--- config.mk ---
export PLATFORM = sky130hd
export DESIGN_NAME = change_hopper_ctrl
export DESIGN_NICKNAME = d
export VERILOG_FILES = /design/src/rtl/vending_pkg.sv /design/src/rtl/denom_picker.sv /design/src/rtl/change_hopper_ctrl.sv
export SDC_FILE = /design/constraint.sdc
export NUM_CORES = 1
export LEC_CHECK = 0
export ABC_AREA = 1
export CAP_MARGIN = 0
export CORE_MARGIN = 1
export CORE_UTILIZATION = 30
export DETAILED_ROUTE_END_ITERATION = 10
export PLACE_DENSITY_LB_ADDON = 0.3
export SLEW_MARGIN = 15
export SYNTH_ARGS = -nofsm -noshare
export SYNTH_HDL_FRONTEND = slang
export SYNTH_SLANG_ARGS = --single-unit
--- constraint.sdc ---
create_clock -name clock -period 3.73 [get_ports clock]
set_input_delay 0.373 -clock clock [delete_from_list [all_inputs] [get_ports clock]]
set_output_delay 0.373 -clock clock [all_outputs]
set_load 0.005 [all_outputs]
--- src/rtl/vending_pkg.sv ---
// Shared vending definitions: coin codes, cent values and controller states.
package vending_pkg;

  localparam int NUM_DENOMS = 6;

  localparam logic [2:0] COIN_NONE = 3'b000;
  localparam logic [2:0] COIN_1C   = 3'b001;
  localparam logic [2:0] COIN_5C   = 3'b010;
  localparam logic [2:0] COIN_10C  = 3'b011;
  localparam logic [2:0] COIN_25C  = 3'b100;
  localparam logic [2:0] COIN_50C  = 3'b101;
  localparam logic [2:0] COIN_100C = 3'b110;

  // Entry i holds the value of coin code i+1 (the same index as hopper_empty bit i).
  localparam logic [9:0] COIN_CENTS [NUM_DENOMS] = '{10'd1, 10'd5, 10'd10, 10'd25, 10'd50, 10'd100};

  typedef enum logic [2:0] {
    IDLE    = 3'd0,
    SELECT  = 3'd1,
    REQUEST = 3'd2,
    RELEASE = 3'd3,
    DONE    = 3'd4
  } state_t;

  // Cent value of a coin code; unused codes are worth nothing.
  function automatic logic [9:0] coin_value(input logic [2:0] code);
    if (code == COIN_NONE || code > COIN_100C) return 10'd0;
    return COIN_CENTS[code - 3'd1];
  endfunction

endpackage

--- src/rtl/denom_picker.sv ---
// Picks the largest dispensable denomination that still fits the remaining amount.
module denom_picker
  import vending_pkg::*;
(
  input  logic [9:0] remaining,
  input  logic [5:0] hopper_empty,
  input  logic [5:0] jam,
  output logic       found,
  output logic [2:0] code
);

  // Scan upwards so that the last qualifying (largest) coin wins the priority.
  always_comb begin
    found = 1'b0;
    code  = COIN_NONE;
    for (int i = 0; i < NUM_DENOMS; i++) begin
      if (!hopper_empty[i] && !jam[i] && (coin_value(3'(i + 1)) <= remaining)) begin
        found = 1'b1;
        code  = 3'(i + 1);
      end
    end
  end

endmodule

--- src/rtl/change_hopper_ctrl.sv ---
// Greedy change dispenser with a per-coin req/ack handshake and jam timeout.
module change_hopper_ctrl
  import vending_pkg::*;
#(
  parameter int TIMEOUT_CYCLES = 1000,
  parameter int TMO_W          = 10
) (
  input  logic       clock,
  input  logic       reset,
  input  logic       start,
  input  logic [9:0] amount_to_return,
  input  logic [5:0] hopper_empty,
  input  logic       coin_ack,
  output logic [2:0] coin_to_return,
  output logic       coin_req,
  output logic       busy,
  output logic       change_returned,
  output logic [9:0] shortfall,
  output logic       fault
);

  localparam logic [TMO_W-1:0] TMO_LAST = TMO_W'(TIMEOUT_CYCLES - 1);

  state_t           state_q, state_d;
  logic [9:0]       remaining_q, remaining_d;
  logic [5:0]       jam_q, jam_d;
  logic [2:0]       code_q, code_d;
  logic [TMO_W-1:0] tmo_q, tmo_d;
  logic             fault_q, fault_d;
  logic [9:0]       shortfall_q, shortfall_d;
  logic             pick_found;
  logic [2:0]       pick_code;

  denom_picker u_picker (
    .remaining    (remaining_q),
    .hopper_empty (hopper_empty),
    .jam          (jam_q),
    .found        (pick_found),
    .code         (pick_code)
  );

  // Register the FSM and its datapath; reset abandons any coin in flight.
  always_ff @(posedge clock) begin
    if (reset) begin
      state_q     <= IDLE;
      remaining_q <= '0;
      jam_q       <= '0;
      code_q      <= COIN_NONE;
      tmo_q       <= '0;
      fault_q     <= 1'b0;
      shortfall_q <= '0;
    end else begin
      state_q     <= state_d;
      remaining_q <= remaining_d;
      jam_q       <= jam_d;
      code_q      <= code_d;
      tmo_q       <= tmo_d;
      fault_q     <= fault_d;
      shortfall_q <= shortfall_d;
    end
  end

  // Next-state logic: select a coin, hand it to the hopper, wait out the ack.
  always_comb begin
    state_d     = state_q;
    remaining_d = remaining_q;
    jam_d       = jam_q;
    code_d      = code_q;
    tmo_d       = tmo_q;
    fault_d     = fault_q;
    shortfall_d = shortfall_q;
    case (state_q)
      IDLE: begin
        if (start) begin
          remaining_d = amount_to_return;
          jam_d       = '0;
          fault_d     = 1'b0;
          shortfall_d = '0;
          state_d     = SELECT;
        end
      end
      SELECT: begin
        if (remaining_q == 10'd0) begin
          state_d = DONE;
        end else if (pick_found) begin
          code_d  = pick_code;
          tmo_d   = '0;
          state_d = REQUEST;
        end else begin
          shortfall_d = remaining_q;
          fault_d     = 1'b1;
          state_d     = DONE;
        end
      end
      REQUEST: begin
        if (coin_ack) begin
          remaining_d = remaining_q - coin_value(code_q);
          state_d     = RELEASE;
        end else if (tmo_q == TMO_LAST) begin
          jam_d[code_q - 3'd1] = 1'b1;
          fault_d              = 1'b1;
          state_d              = SELECT;
        end else begin
          tmo_d = tmo_q + 1'b1;
        end
      end
      RELEASE: begin
        if (!coin_ack) state_d = SELECT;
      end
      DONE: begin
        state_d = IDLE;
      end
      default: begin
        state_d = IDLE;
      end
    endcase
  end

  assign coin_req        = (state_q == REQUEST);
  assign coin_to_return  = (state_q == REQUEST) ? code_q : COIN_NONE;
  assign busy            = (state_q != IDLE);
  assign change_returned = (state_q == DONE);
  assign shortfall       = shortfall_q;
  assign fault           = fault_q;

endmodule

==> run_results.csv <==
group,metric,value,unit
setup_path,cp-end-kind,"flop",
floorplan,die_x,101,µm
floorplan,die_area,10200,µm²
sta,max_freq,311,MHz
power,leakagePower,1.44,nW
detailed_routing,totalWireLength,7310,µm
setup_path,cp-start-kind,"flop",
synth,avgSynthCellArea,6.56,µm²
cts,clk_latency,300,ps
cts,cts_inserted_buffers,5,
setup_path,reg2regPathDepth,18,
final_layout,syn_to_final_growth,17.6,%
sta,fin_setup_tns,0,ps
hold_path,whs_path_depth,2,
cts,postCtsHoldBufs,0,
final_layout,antenna_cells,0,
setup_path,cp_max_fo,9,
cts,cts_tree,"yes",
final_layout,finalNetCount,513,
final_layout,stdcell_area,3470,µm²
grt,grt_pass1_wl,12500,µm
floorplan,coreArea,9370,µm²
floorplan,initial_core_util,0.315,
setup_path,critical_path_class,"reg -> reg",
cts,post_cts_buffers,0,
setup_path,regToRegSetupSlack,520,ps
sta,final.min_clock_period,3210,ps
sta,worst_pin_slew,698,ps
setup_path,cp.arrival,3440,ps
detailed_routing,drc,0,
synth,synth-xor-area-share,0.0208,
floorplan,die_h,101,µm
sta,setup_viol,0,
synth,synth-seq-area-share,0.292,
place,place_area,3390,µm²
place,post-dp-hpwl,5430,µm
synth,synth_top_family_by_area,"simple AND/OR/NAND/NOR gates",
synth,yosys_warnings,0,
place,numPortBuffers,36,
synth,syn-instance-count,450,
sta,slew_headroom,0.534,
final_layout,drive_above_1_share,0.0813,
sta,final-max-slew-violation-count,0,
cts,cts.path.max_buffers,2,
sta,post-route-period-util,0.861,
synth,ys_ff_latch,43,
setup_path,r2r-start,"code_q[0]",
setup_path,cp.required,3960,ps
synth,synth-simple-area-share,0.390,
detailed_routing,ant_nets,0,
place,place.gp.congestion,0.913,
detailed_routing,drt_iter0_markers,134,
grt,grt_remaining_overflow,0,
detailed_routing,firstDrtPassIters,4,
synth,syn-num-nets,484,
grt,grt_use_total,0.152,
grt,antenna_found_initial,0,
cts,cts_repair_resize_count,0,
status,status,"finished, final reports clean",
power,ir_drop,0.000216,V
cts,cts_root_buf,"clkbuf_8",
sta,hold_violations,0,
final_layout,fillers,1046,
synth,synth.distinct_cells,42,
hold_path,hp-class,"reg -> reg",
detailed_routing,vias,2895,
sta,rsz0062_at_grt,"no",
sta,finClkSkew,5.03,ps
synth,synth-adder-area-share,0.0619,
hold_path,min-delay-start,"jam_q[3]",
setup_path,r2r_end,"remaining_q[6]",
floorplan,io_pins,37,
synth,synth_area,2950,µm²
detailed_routing,post_drt_wl_per_cell,12.0,µm
floorplan,rows,35,
cts,clkSinkCount,43,
detailed_routing,via_per_inst,4.75,
sta,finalHoldWorstSlack,455,ps
synth,synthMuxAreaShare,0,
hold_path,holdPathEnd,"jam_q[3]",
cts,htree_levels,2,
grt,grt_max_degree,29,
job,maxCapViolCount,0,
grt,first_global_vias,2686,
power,power_density,761,nW/µm²
synth,synth-compound-area-share,0.139,
cts,clk_pin_slew,90,ps
## cell type report
cell class	instances	area (µm²)	share of cell area
clock inverters	1	5.00	0.00144
repair buffers	37	368	0.106
flip-flops and latches	43	861	0.248
inverters	52	195	0.0562
well taps	129	161	0.0465
multi-input cells	340	1810	0.520
clock buffers	7	76.3	0.0220
## cells in the final DEF (no fill, tap or decap), types with 2 or more instances in the layout
| cell | count |
|---|---|
| nand2_1 | 102 |
| nor2_1 | 57 |
| nand3_1 | 48 |
| inv_1 | 44 |
| dfxtp_1 | 43 |
| a21oi_1 | 40 |
| clkdlybuf4s50_1 | 36 |
| o21ai_0 | 15 |
| ha_1 | 13 |
| nand4_1 | 7 |
| nor3_1 | 7 |
| inv_2 | 7 |
| a31oi_1 | 6 |
| clkbuf_8 | 5 |
| xor2_1 | 4 |
| nor2_2 | 4 |
| nand3_2 | 4 |
| xnor2_1 | 3 |
| or2_2 | 3 |
| nand2_2 | 3 |
| nor4_1 | 2 |
| nor3_4 | 2 |
| a211oi_1 | 2 |
| nor2_4 | 2 |
| o21ai_1 | 2 |
| nand2_4 | 2 |
| clkbuf_1 | 2 |
## cell usage after synthesis
cell	n	area share
ha_1	13	0.055
nand3_2	4	0.014
buf_2	1	0.0017
xor2_1	4	0.012
nand3_1	48	0.081
nor3b_1	1	0.0025
nor3_4	2	0.011
dfxtp_1	43	0.29
buf_4	3	0.0076
nand2_4	2	0.0076
nor2_2	4	0.0085
nor2_1	57	0.072
nand2_1	102	0.13
inv_1	44	0.056
o211ai_1	1	0.0025
a211oi_4	1	0.0068
nor3_1	7	0.012
o21a_1	1	0.0025
o21ai_2	1	0.0030
xnor2_1	3	0.0089
nor3_2	1	0.0034
a211oi_1	2	0.0051
o21bai_1	1	0.0025
nand2_2	3	0.0064
o2111ai_1	1	0.0030
a31oi_1	6	0.013
o21ai_0	15	0.025
o21ai_1	2	0.0034
and3_1	1	0.0021
clkinv_1	1	0.0013
nand4_1	7	0.015
fa_1	1	0.0068
nor2_8	1	0.0068
o21bai_2	1	0.0038
nor4_1	2	0.0042
inv_2	7	0.0089
a21oi_1	40	0.068
clkbuf_1	5	0.0064
buf_1	3	0.0038
buf_6	3	0.011
nor2_4	2	0.0076
or2_2	3	0.0064
## logic make-up after synthesis
group	after synthesis
AO/OA/AOI/OAI	72
XOR/XNOR	7
adder cells (fa/ha/maj)	14
buffers and inverters	67
flip-flops	43
AND/OR/NAND/NOR	247
## worst max-delay path by stage
stage | end | slack, ps | from | depth (start not counted)
after global routing | remaining_q[6] | 230 | code_q[0] | 18
after global placement | remaining_q[6] | 670 | code_q[0] | 18
after floorplan | remaining_q[6] | 840 | code_q[0] | 18
after detailed placement | remaining_q[6] | 570 | code_q[0] | 18
after CTS | remaining_q[6] | 550 | code_q[0] | 18
final | remaining_q[6] | 520 | code_q[0] | 18
## critical path: stages (launching register included)
cell,delay [ps]
dfxtp_1,430
inv_1,200
ha_1,250
or2_2,270
nand2_1,90
inv_1,90
or2_2,290
nor2_1,110
ha_1,150
inv_1,60
fa_1,400
nand3_1,100
nand2_1,100
nand2_1,80
nand2_1,50
a21oi_1,150
xor2_1,160
nand2_1,60
a31oi_1,120
## through the flow
stage | setup slack, ps | util | cells | power, W
final | 518 | 0.370 | 609 | 0.00264
after global routing | 225 | 0.370 | 609 | 0.00293
after CTS | 546 | 0.370 | 609 | 0.00265
after detailed placement | 573 | 0.362 | 601 | 0.00234
after global placement | 671 | 0.362 | 601 | 0.00232
after floorplan | 837 | - | 450 | 0.00196
## state kept, by name (all words and copies together), names as in the netlist
signal / cells
code_q: 3
fault: 1
jam_q: 6
remaining_q: 10
shortfall: 10
state_q: 3
tmo_q: 10
## metal layers
| layer | vias up | track usage | wire length (µm) |
|---|---|---|---|
| met1 | 1305 | 0.203 | 3530 |
| met2 | 60 | 0.260 | 3400 |
| met3 | 5 | 0.0269 | 337 |
| met4 | 0 | 0.0268 | 44 |
| li1 | 1525 | - | - |
| met5 | - | 0 | 0 |
## report_power, final
part           switching (W)  internal (W)
clock               0.000166      0.000132
sequential          0.000130      0.000574
combinational        0.00102      0.000622
No activity file was read; power rests on OpenSTA's default activity.
